===== config.mk =====
export PLATFORM = sky130hd
export DESIGN_NAME = presence_detector
export DESIGN_NICKNAME = d
export VERILOG_FILES = /design/src/rtl/presence_detector.sv
export SDC_FILE = /design/constraint.sdc
export NUM_CORES = 1
export LEC_CHECK = 0
export BUFFER_PORTS_ARGS = -buffer_cell sky130_fd_sc_hd__clkbuf_2
export CAP_MARGIN = 10
export CORE_ASPECT_RATIO = 1.25
export CORE_MARGIN = 4
export CORE_UTILIZATION = 50
export DETAILED_ROUTE_END_ITERATION = 7
export HOLD_SLACK_MARGIN = 0.05
export MAX_ROUTING_LAYER = met4
export PLACE_DENSITY = 0.7
export REMOVE_ABC_BUFFERS = 1
export SLEW_MARGIN = 30
export SYNTH_ARGS = -nofsm -noshare
export SYNTH_HDL_FRONTEND = slang
export SYNTH_SLANG_ARGS = --single-unit

===== constraint.sdc =====
create_clock -name clk -period 2.44 [get_ports clk]
set_clock_uncertainty 0.15 [all_clocks]
set_input_delay 0.488 -clock clk [delete_from_list [all_inputs] [get_ports clk]]
set_output_delay 0.488 -clock clk [all_outputs]
set_load 0.01 [all_outputs]

===== src/rtl/presence_detector.sv =====
// presence_detector: HC-SR04 ranging loop with debounced near/far presence flag.
// Fires a trigger pulse every PERIOD_CYCLES, measures the synchronised echo
// width (saturating at MAX_ECHO_CYCLES) and toggles presence after CONFIRM_N
// consecutive measurements that contradict the current state.
// Optional build macro PRESENCE_HYST_EN: release threshold becomes
// NEAR_CYCLES + HYST_CYCLES instead of NEAR_CYCLES.
module presence_detector #(
  parameter int unsigned PERIOD_CYCLES   = 3_000_000,
  parameter int unsigned TRIG_CYCLES     = 500,
  parameter int unsigned MAX_ECHO_CYCLES = 1_500_000,
  parameter int unsigned NEAR_CYCLES     = 29_000,
  parameter int unsigned HYST_CYCLES     = 5_800,
  parameter int unsigned CONFIRM_N       = 3
) (
  input  logic        clk,
  input  logic        rst,
  input  logic        echo,
  output logic        trig,
  output logic        presence,
  output logic [20:0] meas_cycles,
  output logic        meas_valid
);

  localparam int unsigned PW = $clog2(PERIOD_CYCLES);
  localparam int unsigned TW = $clog2(TRIG_CYCLES + 1);
  localparam int unsigned AW = $clog2(CONFIRM_N + 1);

`ifdef PRESENCE_HYST_EN
  localparam bit HYST_ON = 1'b1;
`else
  localparam bit HYST_ON = 1'b0;
`endif

  localparam logic [PW-1:0] PER_LAST  = PW'(PERIOD_CYCLES - 1);
  localparam logic [TW-1:0] TRIG_LAST = TW'(TRIG_CYCLES - 1);
  localparam logic [AW-1:0] CONF_LAST = AW'(CONFIRM_N - 1);
  localparam logic [20:0]   MAX_W     = 21'(MAX_ECHO_CYCLES);
  localparam logic [20:0]   MAX_LAST  = 21'(MAX_ECHO_CYCLES - 1);
  localparam logic [20:0]   NEAR_TH   = 21'(NEAR_CYCLES);
  localparam logic [20:0]   FAR_TH    = 21'(NEAR_CYCLES + (HYST_ON ? HYST_CYCLES : 32'd0));

  localparam logic [2:0] S_TRIG    = 3'd0;
  localparam logic [2:0] S_WAIT_HI = 3'd1;
  localparam logic [2:0] S_MEASURE = 3'd2;
  localparam logic [2:0] S_DONE    = 3'd3;
  localparam logic [2:0] S_GAP     = 3'd4;

  logic [2:0]    state, state_nxt;
  logic          run;
  logic [PW-1:0] period_cnt;
  logic [TW-1:0] trig_cnt;
  logic [20:0]   width_cnt;
  logic [AW-1:0] agree_cnt;
  logic          stuck;
  logic          echo_meta, echo_sync, echo_prev;

  logic          rise;
  logic          finish;
  logic [20:0]   result;
  logic          is_near, is_far, contra, agree;

  // run stays low for the first cycle after reset so TRIG begins with clean
  // counters and trig is held low for every cycle that rst is sampled high
  assign trig = run & (state == S_TRIG);
  assign rise = echo_sync & ~echo_prev;

  // two-flop synchroniser plus edge-detect history for the echo line
  always_ff @(posedge clk) begin
    if (rst) begin
      echo_meta <= 1'b0;
      echo_sync <= 1'b0;
      echo_prev <= 1'b0;
    end else begin
      echo_meta <= echo;
      echo_sync <= echo_meta;
      echo_prev <= echo_sync;
    end
  end

  // next-state decode and measurement result selection
  always_comb begin
    state_nxt = state;
    finish    = 1'b0;
    result    = '0;
    case (state)
      S_TRIG: begin
        if (trig_cnt == TRIG_LAST) state_nxt = S_WAIT_HI;
      end
      S_WAIT_HI: begin
        if (stuck) begin
          finish    = 1'b1;
          result    = MAX_W;
          state_nxt = S_DONE;
        end else if (rise) begin
          state_nxt = S_MEASURE;
        end else if (width_cnt == MAX_LAST) begin
          finish    = 1'b1;
          result    = MAX_W;
          state_nxt = S_DONE;
        end
      end
      S_MEASURE: begin
        if (!echo_sync) begin
          finish    = 1'b1;
          result    = width_cnt;
          state_nxt = S_DONE;
        end else if (width_cnt >= MAX_LAST) begin
          finish    = 1'b1;
          result    = MAX_W;
          state_nxt = S_DONE;
        end
      end
      S_DONE:  state_nxt = S_GAP;
      S_GAP: begin
        if (period_cnt == PER_LAST) state_nxt = S_TRIG;
      end
      default: state_nxt = S_TRIG;
    endcase
  end

  // near/far classification of the result about to be published
  always_comb begin
    is_near = (result < NEAR_TH);
    is_far  = (result >= FAR_TH);
    contra  = presence ? is_far  : is_near;
    agree   = presence ? is_near : is_far;
  end

  // FSM, counters, published measurement and debounced presence
  always_ff @(posedge clk) begin
    if (rst) begin
      state       <= S_TRIG;
      run         <= 1'b0;
      period_cnt  <= '0;
      trig_cnt    <= '0;
      width_cnt   <= '0;
      agree_cnt   <= '0;
      stuck       <= 1'b0;
      presence    <= 1'b0;
      meas_cycles <= '0;
      meas_valid  <= 1'b0;
    end else if (!run) begin
      run <= 1'b1;
    end else begin
      state      <= state_nxt;
      meas_valid <= finish;
      // period restarts exactly on the GAP->TRIG transition
      period_cnt <= (state == S_GAP && state_nxt == S_TRIG) ? '0 : period_cnt + 1'b1;

      if (state == S_TRIG) begin
        trig_cnt  <= (trig_cnt == TRIG_LAST) ? '0 : trig_cnt + 1'b1;
        width_cnt <= '0;
        // an echo already high when the trigger starts cannot be trusted
        if (trig_cnt == '0) stuck <= echo_sync;
      end else begin
        trig_cnt <= '0;
        if (state == S_WAIT_HI) width_cnt <= rise ? 21'd1 : width_cnt + 21'd1;
        else if (state == S_MEASURE) width_cnt <= width_cnt + 21'd1;
      end

      if (finish) begin
        meas_cycles <= result;
        if (contra) begin
          if (agree_cnt == CONF_LAST) begin
            presence  <= ~presence;
            agree_cnt <= '0;
          end else begin
            agree_cnt <= agree_cnt + 1'b1;
          end
        end else if (agree) begin
          agree_cnt <= '0;
        end
      end
    end
  end

endmodule

### Word-level counts from Yosys, hierarchy flattened

Cells that the tools add are included.

* bits in registers: 85
* output and inout bits: 24
* logic and storage cells: 76

* $add $sub $neg: 4
* magnitude comparators: 3
* eq/ne operators: 8
* muxes and demuxes: 33
* bitwise operators: 4
* reductions and logical operators: 11

Operators by type and width (count)
* $mux W21: 9
* $pmux W21 S2: 1
* $add A22 B1 Y22 const B: 1
* $eq A22 B22 Y1 const B: 1
* $mux W22: 1
* $add A21 B1 Y21 const B: 1
* $eq A21 B21 Y1 const B: 1
* $ge A21 B15 Y1 const B: 1
* $ge A21 B21 Y1 const B: 1
* $lt A21 B15 Y1 const B: 1
* $mux W3: 7
* $mux W9: 2
* $pmux W3 S5: 1
* $add A9 B1 Y9 const B: 1
* $eq A9 B9 Y1 const B: 1
* $logic_not A9 Y1: 1
* $mux W1: 8
* $eq A3 B2 Y1 const B: 2
* $logic_not A3 Y1: 2
* $mux W2: 3
* $reduce_and A3 Y1: 2
* $reduce_and A2 Y1: 2
* $reduce_and A4 Y1: 1
* $eq A3 B1 Y1 const B: 1
* other kinds (9): 11

### Depth between registers and ports, before layout

Gate-level depths: netlist (run 1).

* depth after elaboration: 9
* mapped depth: 9
* mapped depth without buffers: 8

### Worst setup path after synthesis (run 1)

OpenSTA, ideal clock, no wires.

* path kind: register to register
* start: reg state[0]
* end: reg agree_cnt[1]
* data arrival time: 2183 ps
* data required time: 2168 ps
* path slack: -15 ps
* cell stages (with the launch flop): 8
* clock period less this slack: 2455 ps
* cell sequence: dfxtp_1 or3b_1 or4_1 o21a_1 a31o_1 buf_6 and3_1 a311o_1

* longest elaborated chain between the ends: 6
* elaborated cells between the ends (all ways): 11
* those cells by class: 2 x order compare; 2 x eq/ne; 5 x mux; 2 x reduce/logical

Ends and longest elaborated chain
* start: declaration: RTL line 48 `logic [2:0] state, state_nxt;`
* start signal: assignment: RTL line 145 `state <= state_nxt;`
* $eq A3 B2 Y1 or $eq A3 B1 Y1 (tied branches): RTL line 85 `case (state)`
* $pmux W21 S2: RTL line 85
* $lt A21 B15 Y1 or $ge A21 B15 Y1 (tied branches): RTL line 123, 124
* $mux W1 (on tied branches): RTL line 125, 126
* $reduce_bool A2 Y1 (no source line)
* $reduce_and A3 Y1 (no source line)
* end signal: assignment: RTL line 168 `agree_cnt <= agree_cnt + 1'b1;`
* end: declaration: RTL line 53 `logic [AW-1:0] agree_cnt;`

Several ways; a longest one is shown, not always the timed one.
A chain may end at the register's enable or synchronous reset.

### Final worst setup path (run 1)

* start: reg width_cnt[1]
* end: reg agree_cnt[1]

* longest elaborated chain between the ends: 9
* elaborated cells between the ends (all ways): 21
* those cells by class: 3 x order compare; 1 x eq/ne; 15 x mux; 2 x reduce/logical

Ends and longest elaborated chain
* start: declaration: RTL line 52 `logic [20:0] width_cnt;`
* start signal: assignment: RTL line 157 `if (state == S_WAIT_HI) width_cnt <= rise ? 21'd1 : width_cnt + 21'd1;`
* start signal: assignment: RTL line 158 `else if (state == S_MEASURE) width_cnt <= width_cnt + 21'd1;`
* parallel branches: the longest is 9 deep, another holds $ge A21 B21 Y1

Several ways; the timed one is not identified.

==> flow_metrics.env, run 1 <==
export IMPL_via_per_inst=5.66
export IMPL_fin_nets=550
export IMPL_ys_flop_type="dfxtp_1"
export IMPL_peakVddDrop_mv=0.349
export IMPL_synth_cell_type_count=54
export IMPL_die_width_microns=88.0
export IMPL_final_common_cell="dfxtp_1"
export IMPL_p_int_uw=1930
export IMPL_p_per_area_nw_per_um2=531
export IMPL_dr_pass1_iters=5
export IMPL_clockBufferDepth=2
export IMPL_combPwrFrac_pct=5.6
export IMPL_p_clk_share_pct=38.7
export IMPL_setup_slack_ps=70.4
export IMPL_worstMarginPinSlew_ps=592
export IMPL_fillers=696
export IMPL_clkLatencyLatePin_ps=360
export IMPL_synth_edf_count=0
export IMPL_clk_pin_slew_worst_paths_ps=80
export IMPL_dr_total_vias=3641
export IMPL_place_gp_congestion=0.921
export IMPL_seqPwrFrac_pct=55.6
export IMPL_drc_errors=0
export IMPL_utilization_pct=61.4
export IMPL_totalWireLength_microns=9360
export IMPL_drv_slew=0
export IMPL_tns_ps=0
export IMPL_setup_viol=0
export IMPL_htree_levels=3
export IMPL_antenna_found_initial=0
export IMPL_area_growth_pct=19.5
export IMPL_tritoncts="yes"
export IMPL_start_util_pct=51.4
export IMPL_grt_max_degree=22
export IMPL_place_ws_ps=-35.8
export IMPL_diodes=0
export IMPL_synth_area_sq_um=4000
export IMPL_synth_area_leader_cell="dfxtp_1"
export IMPL_grt_overflow_total=0
export IMPL_path_class="register to register"
export IMPL_netlist_instances=496
export IMPL_cts_made_buffers=9
export IMPL_netlist_area_leader_share_pct=42.5
export IMPL_cts_sinks=85
export IMPL_cp_start_kind="register"
export IMPL_num_rows=36
export IMPL_io_buffers=26
export IMPL_grtUsageTotal_pct=21.5
export IMPL_crit_path_top_delay_cell="or3_1"
export IMPL_ant_nets=0
export IMPL_path_max_fanout=5
export IMPL_relSlewSlack_pct=60.5
export IMPL_grt_pass1_vias=3573
export IMPL_end_kind="register"
export IMPL_worstPathRequired_ps=2530
export IMPL_p_leak_uw=0.00170
export IMPL_core_area_sq_um=7790
export IMPL_async_flop_share_pct=0
export IMPL_period_needed_ps=2370
export IMPL_drtIter0Drc=272
export IMPL_power_switching_uw=610
export IMPL_yosysSeqAreaShare_pct=42.5
export IMPL_fin_crit_sh_pct=97.1
export IMPL_placed_cell_area_sq_um=4420
export IMPL_wire_per_inst_microns=14.6
export IMPL_grt_pass1_wl_microns=15900
export IMPL_drv_cap=0
export IMPL_drive_gt1_share_pct=18.8
export IMPL_rsz0062_at_grt="yes"
export IMPL_clockRootBuffer="clkbuf_8"
export IMPL_yosysWarnings=0
export IMPL_ios=27
export IMPL_swShare_pct=24.0
export IMPL_crit_arrival_ps=2460
export IMPL_ys_seq_elements=85
export IMPL_design_area_sq_um=4790
export IMPL_cp_slowest_stage_delay_ps=400
export IMPL_crit_chain="ha_4 > a21oi_1 > or3_1 > a211o_4 > a31o_4 > and3_1 > a311o_1"
export IMPL_synthTopCellsByArea="dfxtp_1 (43%), nor2_1 (6.8%), nand2_1 (5.3%), xor2_1 (4.8%), a21oi_1 (4.3%)"
export IMPL_outcome="complete, no violations"
export IMPL_hpwlAfterDp_microns=6750
export IMPL_power_uw=2540
export IMPL_min_path_type="input pin to register"
export IMPL_mostFrequentLayoutCells="dfxtp_1 (78), nor2_1 (71), nand2_1 (57)"
export IMPL_die_area_sq_um=9510
export IMPL_chipHeight_microns=108
export IMPL_fmax_mhz=422
export IMPL_hold_viol=0
export IMPL_synth_area_per_cell_sq_um=8.07
Yosys cell counts, types with 6 or more instances:
cell type	instances
and3_1	11
o211ai_1	9
dfxtp_1	85
nand2b_1	6
and2_1	6
nand2_1	57
o21ai_0	13
inv_1	6
clkbuf_1	26
a21oi_1	34
nor2_1	72
xnor2_1	13
nand3_1	33
nor3_1	11
nand4_1	12
nor3b_1	7
xor2_1	22
nor4_1	6
logic make-up (layout without fill, tap and decap cells):
group	after synthesis	in the layout	synth area share (%)
muxes	3	3	0.750
AOI/OAI and AO/OA	84	84	13.2
and+or+nand+nor	249	249	31.1
buffers and inverters	36	88	3.62
adders and majority gates	4	4	1.25
DFF	85	85	42.5
xor gates and xnor gates	35	35	7.66
routing by layer:
layer	routed length, microns	global-route usage, %
met5	0	-
met4	211	8.64
met3	341	3.66
met2	4800	36.5
met1	4010	25.0
power groups by stage:
stage / clock [uW] / sequential (uW) / combinational, uW
after CTS: 1000 / 1410 / 139
after global routing: 1060 / 1410 / 161
final: 984 / 1410 / 143
after global placement: 0 / 1440 / 135
after detailed placement: 0 / 1440 / 136
after floorplan: 0 / 1450 / 69.2
through the flow:
stage,std cells,hold slack (ps)
global placement,624,269
CTS,643,195
finish,643,204
detailed placement,624,273
global route,643,203
floorplan,466,264
path summary, 6_finish.rpt:
kind	start	end	slack, ps	depth (start not counted)
worst max-delay path	width_cnt[1]	agree_cnt[1]	70	7
worst min-delay path	echo	echo_meta	200	2
worst max register to register	width_cnt[1]	agree_cnt[1]	70	7
worst min register to register	echo_meta	echo_sync	290	1
state kept, by name (all words and copies together), names as in the netlist, 2 cells and up:
register,cells
trig_cnt,9
agree_cnt,2
period_cnt,22
width_cnt,21
state,3
meas_cycles,21
what timing repair did:
action                     in CTS  in global routing
hold buffers                    0                  0
setup endpoints to repair       1                 24
pin swaps                       5                  6
cloned                          1                  0
resized for setup               6                 24
buffers inserted                2                  0
area by class of cell:
class                      count  area [sq um]  area share, %
multi-input combinational    375          2290           47.9
sequential                    85          1710           35.7
timing repair buffer          66           450           9.41
clock buffer                  11           131           2.75
tap                           95           119           2.48
clock inverter                 5          61.3           1.28
inverter                       6          22.5          0.471
critical path: cells and delay by family, from the launching register on:
kind	cells	cell delay [ps]
flops	1	370
compound gates	4	1000
simple gates	2	580
fa+ha+maj	1	160
Power figures use the tool's default switching activity.
==> run 2: changes to the inputs <==
Settings changed: ABC_AREA set to 1, PLACE_DENSITY 0.7 to 0.69.
==> run 2 against run 1 <==
Against the previous run: sequential power is essentially flat; global-route usage up 0.81 points; combinational power rose by 66%; highest routed layer unchanged; largest cell class unchanged.
==> flow_metrics.env, run 2 <==
export IMPL_place_ws_ps=-70.1
export IMPL_power_uw=2570
export IMPL_clkLatencyLatePin_ps=370
export IMPL_tritoncts="yes"
export IMPL_min_path_type="input pin to register"
export IMPL_period_needed_ps=2250
export IMPL_fillers=787
export IMPL_ios=27
export IMPL_mostFrequentLayoutCells="nand2_1 (123), nor2_1 (90), dfxtp_1 (75)"
export IMPL_dr_total_vias=4184
export IMPL_ant_nets=0
export IMPL_worstMarginPinSlew_ps=400
export IMPL_htree_levels=3
export IMPL_design_area_sq_um=5000
export IMPL_regMostFlops="period_cnt"
export IMPL_ys_flop_type="dfxtp_1"
export IMPL_fin_nets=679
export IMPL_drive_gt1_share_pct=19.1
export IMPL_drv_slew=0
export IMPL_final_common_cell="nand2_1"
export IMPL_cts_sinks=85
export IMPL_netlist_instances=621
export IMPL_grt_max_degree=27
export IMPL_yosysSeqAreaShare_pct=39.6
export IMPL_p_per_area_nw_per_um2=513
export IMPL_muxShareOfSynthArea_pct=0.262
export IMPL_synthXorXnorAreaFrac_pct=1.83
export IMPL_synth_cell_type_count=53
export IMPL_hpwlAfterDp_microns=8060
export IMPL_crit_chain="ha_4 > nand2_4 > nor2_4 > nand3_1 > nor2_1 > nor2_1 > nand2_2 > buf_4 > nand3_1 > nand2_1 > nor2_1 > nand2_1 > nor2_1 > nand2_1 > inv_1 > nand2_1 > mux2_2 > nor2_1"
export IMPL_post_synth_top_count_cell="nand2_1"
export IMPL_synth_commonest_cells="nand2_1 (131), nor2_1 (95), dfxtp_1 (85), inv_1 (71), a21oi_1 (53)"
export IMPL_start_util_pct=51.9
export IMPL_ys_seq_elements=85
export IMPL_peakVddDrop_mv=0.268
export IMPL_grtUsageTotal_pct=22.3
export IMPL_worstPathRequired_ps=2600
export IMPL_clk_pin_slew_worst_paths_ps=80
export IMPL_core_area_sq_um=8290
export IMPL_path_max_fanout=5
export IMPL_tns_ps=0
export IMPL_largestRegisters="period_cnt: 22 flops, meas_cycles: 21 flops, width_cnt: 21 flops"
export IMPL_fmax_mhz=444
export IMPL_relSlewSlack_pct=73.0
export IMPL_cts_made_buffers=9
export IMPL_largest_reg_flops=22
export IMPL_fin_cells=772
export IMPL_clockBufferDepth=2
export IMPL_synth_area_per_cell_sq_um=6.92
export IMPL_synth_fa_ha_area_share_pct=1.16
export IMPL_grt_overflow_total=0
export IMPL_antenna_found_initial=0
export IMPL_num_rows=37
export IMPL_hold_viol=0
export IMPL_path_class="register to register"
export IMPL_grt_pass1_vias=4127
export IMPL_critPathMostFrequentCell="nor2_1"
export IMPL_fin_crit_sh_pct=92.3
export IMPL_setup_slack_ps=187
export IMPL_netlist_area_leader_share_pct=39.6
export IMPL_crit_path_top_delay_cell="dfxtp_2"
export IMPL_placed_cell_area_sq_um=4710
export IMPL_p_leak_uw=0.00198
export IMPL_yosysWarnings=0
export IMPL_end_kind="register"
export IMPL_cp_start_kind="register"
export IMPL_diodes=0
export IMPL_clockRootBuffer="clkbuf_8"
export IMPL_crit_arrival_ps=2410
export IMPL_dpl_cell_count=757
export IMPL_wire_per_inst_microns=13.8
export IMPL_die_area_sq_um=10200
export IMPL_drv_cap=0
export IMPL_synth_area_leader_cell="dfxtp_1"
export IMPL_die_width_microns=90.9
export IMPL_drc_errors=0
export IMPL_chipHeight_microns=112
export IMPL_synthTopCellsByArea="dfxtp_1 (40%), nand2_1 (11%), nor2_1 (8.3%), inv_1 (6.2%), a21oi_1 (6.2%)"
export IMPL_drtIter0Drc=216
export IMPL_synth_compound_area_share_pct=14.9
export IMPL_synth_area_sq_um=4300
export IMPL_setup_viol=0
export IMPL_synth_simple_area_share_pct=33.2
export IMPL_synth_edf_count=0
export IMPL_async_flop_share_pct=0
export IMPL_place_gp_congestion=0.870
export IMPL_totalWireLength_microns=10700
export IMPL_outcome="complete, no violations"
export IMPL_io_buffers=26
export IMPL_grt_pass1_wl_microns=18100
export IMPL_synth_top_family_by_area="simple AND/OR/NAND/NOR gates"
export IMPL_area_growth_pct=16.4
export IMPL_dr_pass1_iters=5
export IMPL_via_per_inst=5.42
export IMPL_cp_slowest_stage_delay_ps=340
## run 2: kinds of logic (layout without fill, tap and decap cells)
kind of cell               Yosys count  in the layout
DFF                                 85             85
xor gates and xnor gates             9              9
AOI/OAI and AO/OA                  110            110
and+or+nand+nor                    316            316
buffers and inverters               96            150
adders and majority gates            4              4
muxes                                1              1
## run 2: worst paths after layout
| kind | startpoint | end | slack, ps | cells past startpoint |
|---|---|---|---|---|
| hold reg to reg | echo_meta | echo_sync | 260 | 2 |
| setup / recovery | width_cnt[0] | presence | 190 | 18 |
| setup reg to reg | width_cnt[0] | presence | 190 | 18 |
| hold / removal | echo | echo_meta | 160 | 3 |
## run 2: worst max-delay path: cells and delay by family (launching register included)
kind / cells / cell delay [ps]
and+or+nand+nor: 14 / 1050
DFF: 1 / 340
muxes: 1 / 260
buffers and inverters: 2 / 210
adders and majority gates: 1 / 170
## run 2: timing repair
action | 4_1_cts | 5_1_grt
hold buffers | 0 | 0
hold endpoints to repair | 0 | 0
setup endpoints to repair | 3 | 29
resized for setup | 2 | 38
pin swaps | 0 | 4
setup buffers | 0 | 1
## run 2: layout make-up
type / count / area, sq um / area share (%)
clock inverters: 2 / 10.0 / 0.200
flip-flops and latches: 85 / 1720 / 34.3
repair buffers: 57 / 375 / 7.50
clock buffers: 12 / 155 / 3.10
well taps: 97 / 121 / 2.42
multi-input cells: 440 / 2320 / 46.4
inverters: 79 / 303 / 6.05
## run 2: routing by layer
layer	track usage [%]	share of wire (%)
met2	38.4	53
met3	3.18	2.9
met1	24.4	41
met5	-	0
met4	12.8	3.0
## run 2: metrics by stage
step / hold WS (ps) / util, %
5_1_grt: 154 / 60.4
3_3_place_gp: 246 / 56.8
6_report: 158 / 60.4
4_1_cts: 143 / 58.9
2_1_floorplan: 238 / -
3_5_place_dp: 254 / 56.8
## run 2: report_power, final
part	internal, uW	total [uW]	switching (uW)
Sequential	1410	1430	20.6
Combinational	81.8	238	156
Clock	412	897	485
==> run 3: changes to the inputs <==
Settings changed: PLACE_DENSITY 0.69 to 0.7.
==> run 3 against run 2 <==
Against the previous run: die area unchanged; critical endpoint is now agree_cnt[1]; non-clock buffer count increased by 1; wire length decreased by 0.21%; register-to-register slack got worse by 70 ps; fmax decreased by 2.9%; critical path depth increased by 2.
==> flow_metrics.env, run 3 (synthesized netlist as in run 2, its figures left out) <==
export IMPL_outcome="complete, no violations"
export IMPL_path_max_fanout=4
export IMPL_cts_made_buffers=9
export IMPL_grt_pass1_wl_microns=17900
export IMPL_grt_pass1_vias=3987
export IMPL_totalWireLength_microns=10700
export IMPL_grt_overflow_total=0
export IMPL_power_switching_uw=658
export IMPL_place_ws_ps=19.9
export IMPL_crit_arrival_ps=2470
export IMPL_rsz0062_at_grt="yes"
export IMPL_critPathMostFrequentCell="nand2_1"
export IMPL_p_leak_uw=0.00199
export IMPL_p_per_area_nw_per_um2=529
export IMPL_min_path_type="input pin to register"
export IMPL_drive_gt1_share_pct=20.4
export IMPL_fillers=790
export IMPL_clockBufferDepth=2
export IMPL_fin_crit_sh_pct=95.1
export IMPL_regMostFlops="period_cnt"
export IMPL_power_uw=2650
export IMPL_die_area_sq_um=10200
export IMPL_crit_path_top_delay_cell="dfxtp_2"
export IMPL_multi_input_area_sq_um=2300
export IMPL_crit_family="simple AND/OR/NAND/NOR gates"
export IMPL_hold_buffers=0
export IMPL_antenna_found_initial=0
export IMPL_ant_nets=0
export IMPL_ff_latch_area_sq_um=1720
export IMPL_grtUsageTotal_pct=22.2
export IMPL_worstPathRequired_ps=2590
export IMPL_area_growth_pct=16.7
export IMPL_relSlewSlack_pct=73.0
export IMPL_clockRootBuffer="clkbuf_8"
export IMPL_p_clk_share_pct=37.3
export IMPL_reg2reg_depth=20
export IMPL_place_gp_congestion=0.936
export IMPL_period_needed_ps=2320
export IMPL_wire_per_inst_microns=13.8
export IMPL_die_width_microns=90.9
export IMPL_start_util_pct=51.9
export IMPL_worstMarginPinSlew_ps=400
export IMPL_io_buffers=26
export IMPL_crit_chain="ha_4 > nand2_4 > inv_2 > nand2_1 > nor2_1 > nand3_1 > nand2_1 > nand2_2 > buf_4 > nand2_1 > nand2_2 > nand3_2 > nor2_1 > nand3_1 > nand2_1 > inv_2 > nand2_1 > nand2_1 > nand4_1 > a21oi_2"
export IMPL_diodes=0
export IMPL_setup_slack_ps=120
export IMPL_path_depth=20
export IMPL_drtIter0Drc=235
export IMPL_final_common_cell="nand2_1"
export IMPL_hold_viol=0
export IMPL_dpl_cell_count=756
export IMPL_fmax_mhz=431
export IMPL_setup_viol=0
export IMPL_fin_nets=680
export IMPL_hold_path_depth=3
export IMPL_mostFrequentLayoutCells="nand2_1 (123), nor2_1 (89), dfxtp_1 (69)"
export IMPL_core_area_sq_um=8290
export IMPL_via_per_inst=5.50
export IMPL_cp_slowest_stage_delay_ps=360
export IMPL_num_rows=37
export IMPL_largestRegisters="period_cnt: 22 flops, meas_cycles: 21 flops, width_cnt: 21 flops"
export IMPL_drv_cap=0
export IMPL_swShare_pct=24.8
export IMPL_hpwlAfterDp_microns=7920
export IMPL_combPwrFrac_pct=8.7
export IMPL_largest_reg_flops=22
export IMPL_end_kind="register"
export IMPL_dr_total_vias=4262
export IMPL_cp_start_kind="register"
export IMPL_drc_errors=0
export IMPL_peakVddDrop_mv=0.291
export IMPL_cts_sinks=85
export IMPL_ios=27
export IMPL_path_class="register to register"
export IMPL_htree_levels=3
export IMPL_dr_pass1_iters=5
export IMPL_seqPwrFrac_pct=54.0
export IMPL_fin_cells=775
export IMPL_grt_max_degree=27
export IMPL_p_int_uw=2000
export IMPL_crit_buf_inv=3
export IMPL_clkLatencyLatePin_ps=370
export IMPL_rrSetupSlack_ps=120
export IMPL_drv_slew=0
export IMPL_chipHeight_microns=112
export IMPL_clk_pin_slew_worst_paths_ps=80
export IMPL_tritoncts="yes"
## run 3: per-layer routing
metal,track usage (%),share of wire [%]
met1,23.5,39
met2,39.2,53
met4,12.4,3.5
met5,-,0
met3,3.31,4.5
## run 3: final timing paths
check	from	end
hold reg to reg	echo_meta	echo_sync
hold / removal	echo	echo_meta
setup reg to reg	width_cnt[1]	agree_cnt[1]
setup / recovery	width_cnt[1]	agree_cnt[1]
## run 3: timing repair
action | 4_1_cts | 5_1_grt
pin swaps | 0 | 19
endpoints found under the setup margin | 1 | 13
setup buffers | 0 | 3
resized for setup | 1 | 46
## run 3: area by class of cell
| type | instances | share of cell area (%) |
|---|---|---|
| multi-input cells | 440 | 46.0 |
| flip-flops and latches | 85 | 34.3 |
| well taps | 97 | 2.42 |
| clock buffers | 15 | 3.12 |
| inverters | 79 | 6.04 |
| clock inverters | 1 | 0.599 |
| repair buffers | 58 | 7.53 |
## run 3: stage by stage
stage | setup TNS [ps] | utilization, % | area, sq um | hold slack [ps]
after floorplan | -2860 | - | 4210 | 238
after global placement | 0 | 56.6 | 4690 | 245
after detailed placement | 0 | 56.6 | 4690 | 246
after CTS | 0 | 58.9 | 4880 | 161
after global routing | -93.4 | 60.5 | 5010 | 180
final | 0 | 60.5 | 5010 | 163
## run 3: worst min-delay path, stage by stage
cell      delay, ps
clkbuf_2         80
inv_1            40
nor2_1           30
## run 3: power groups by stage
stage | Sequential, uW | Combinational, uW | Clock, uW
floorplan | 1470 | 126 | 0
global placement | 1460 | 220 | 0
detailed placement | 1460 | 220 | 0
CTS | 1430 | 222 | 1010
global route | 1440 | 258 | 1060
finish | 1430 | 230 | 990
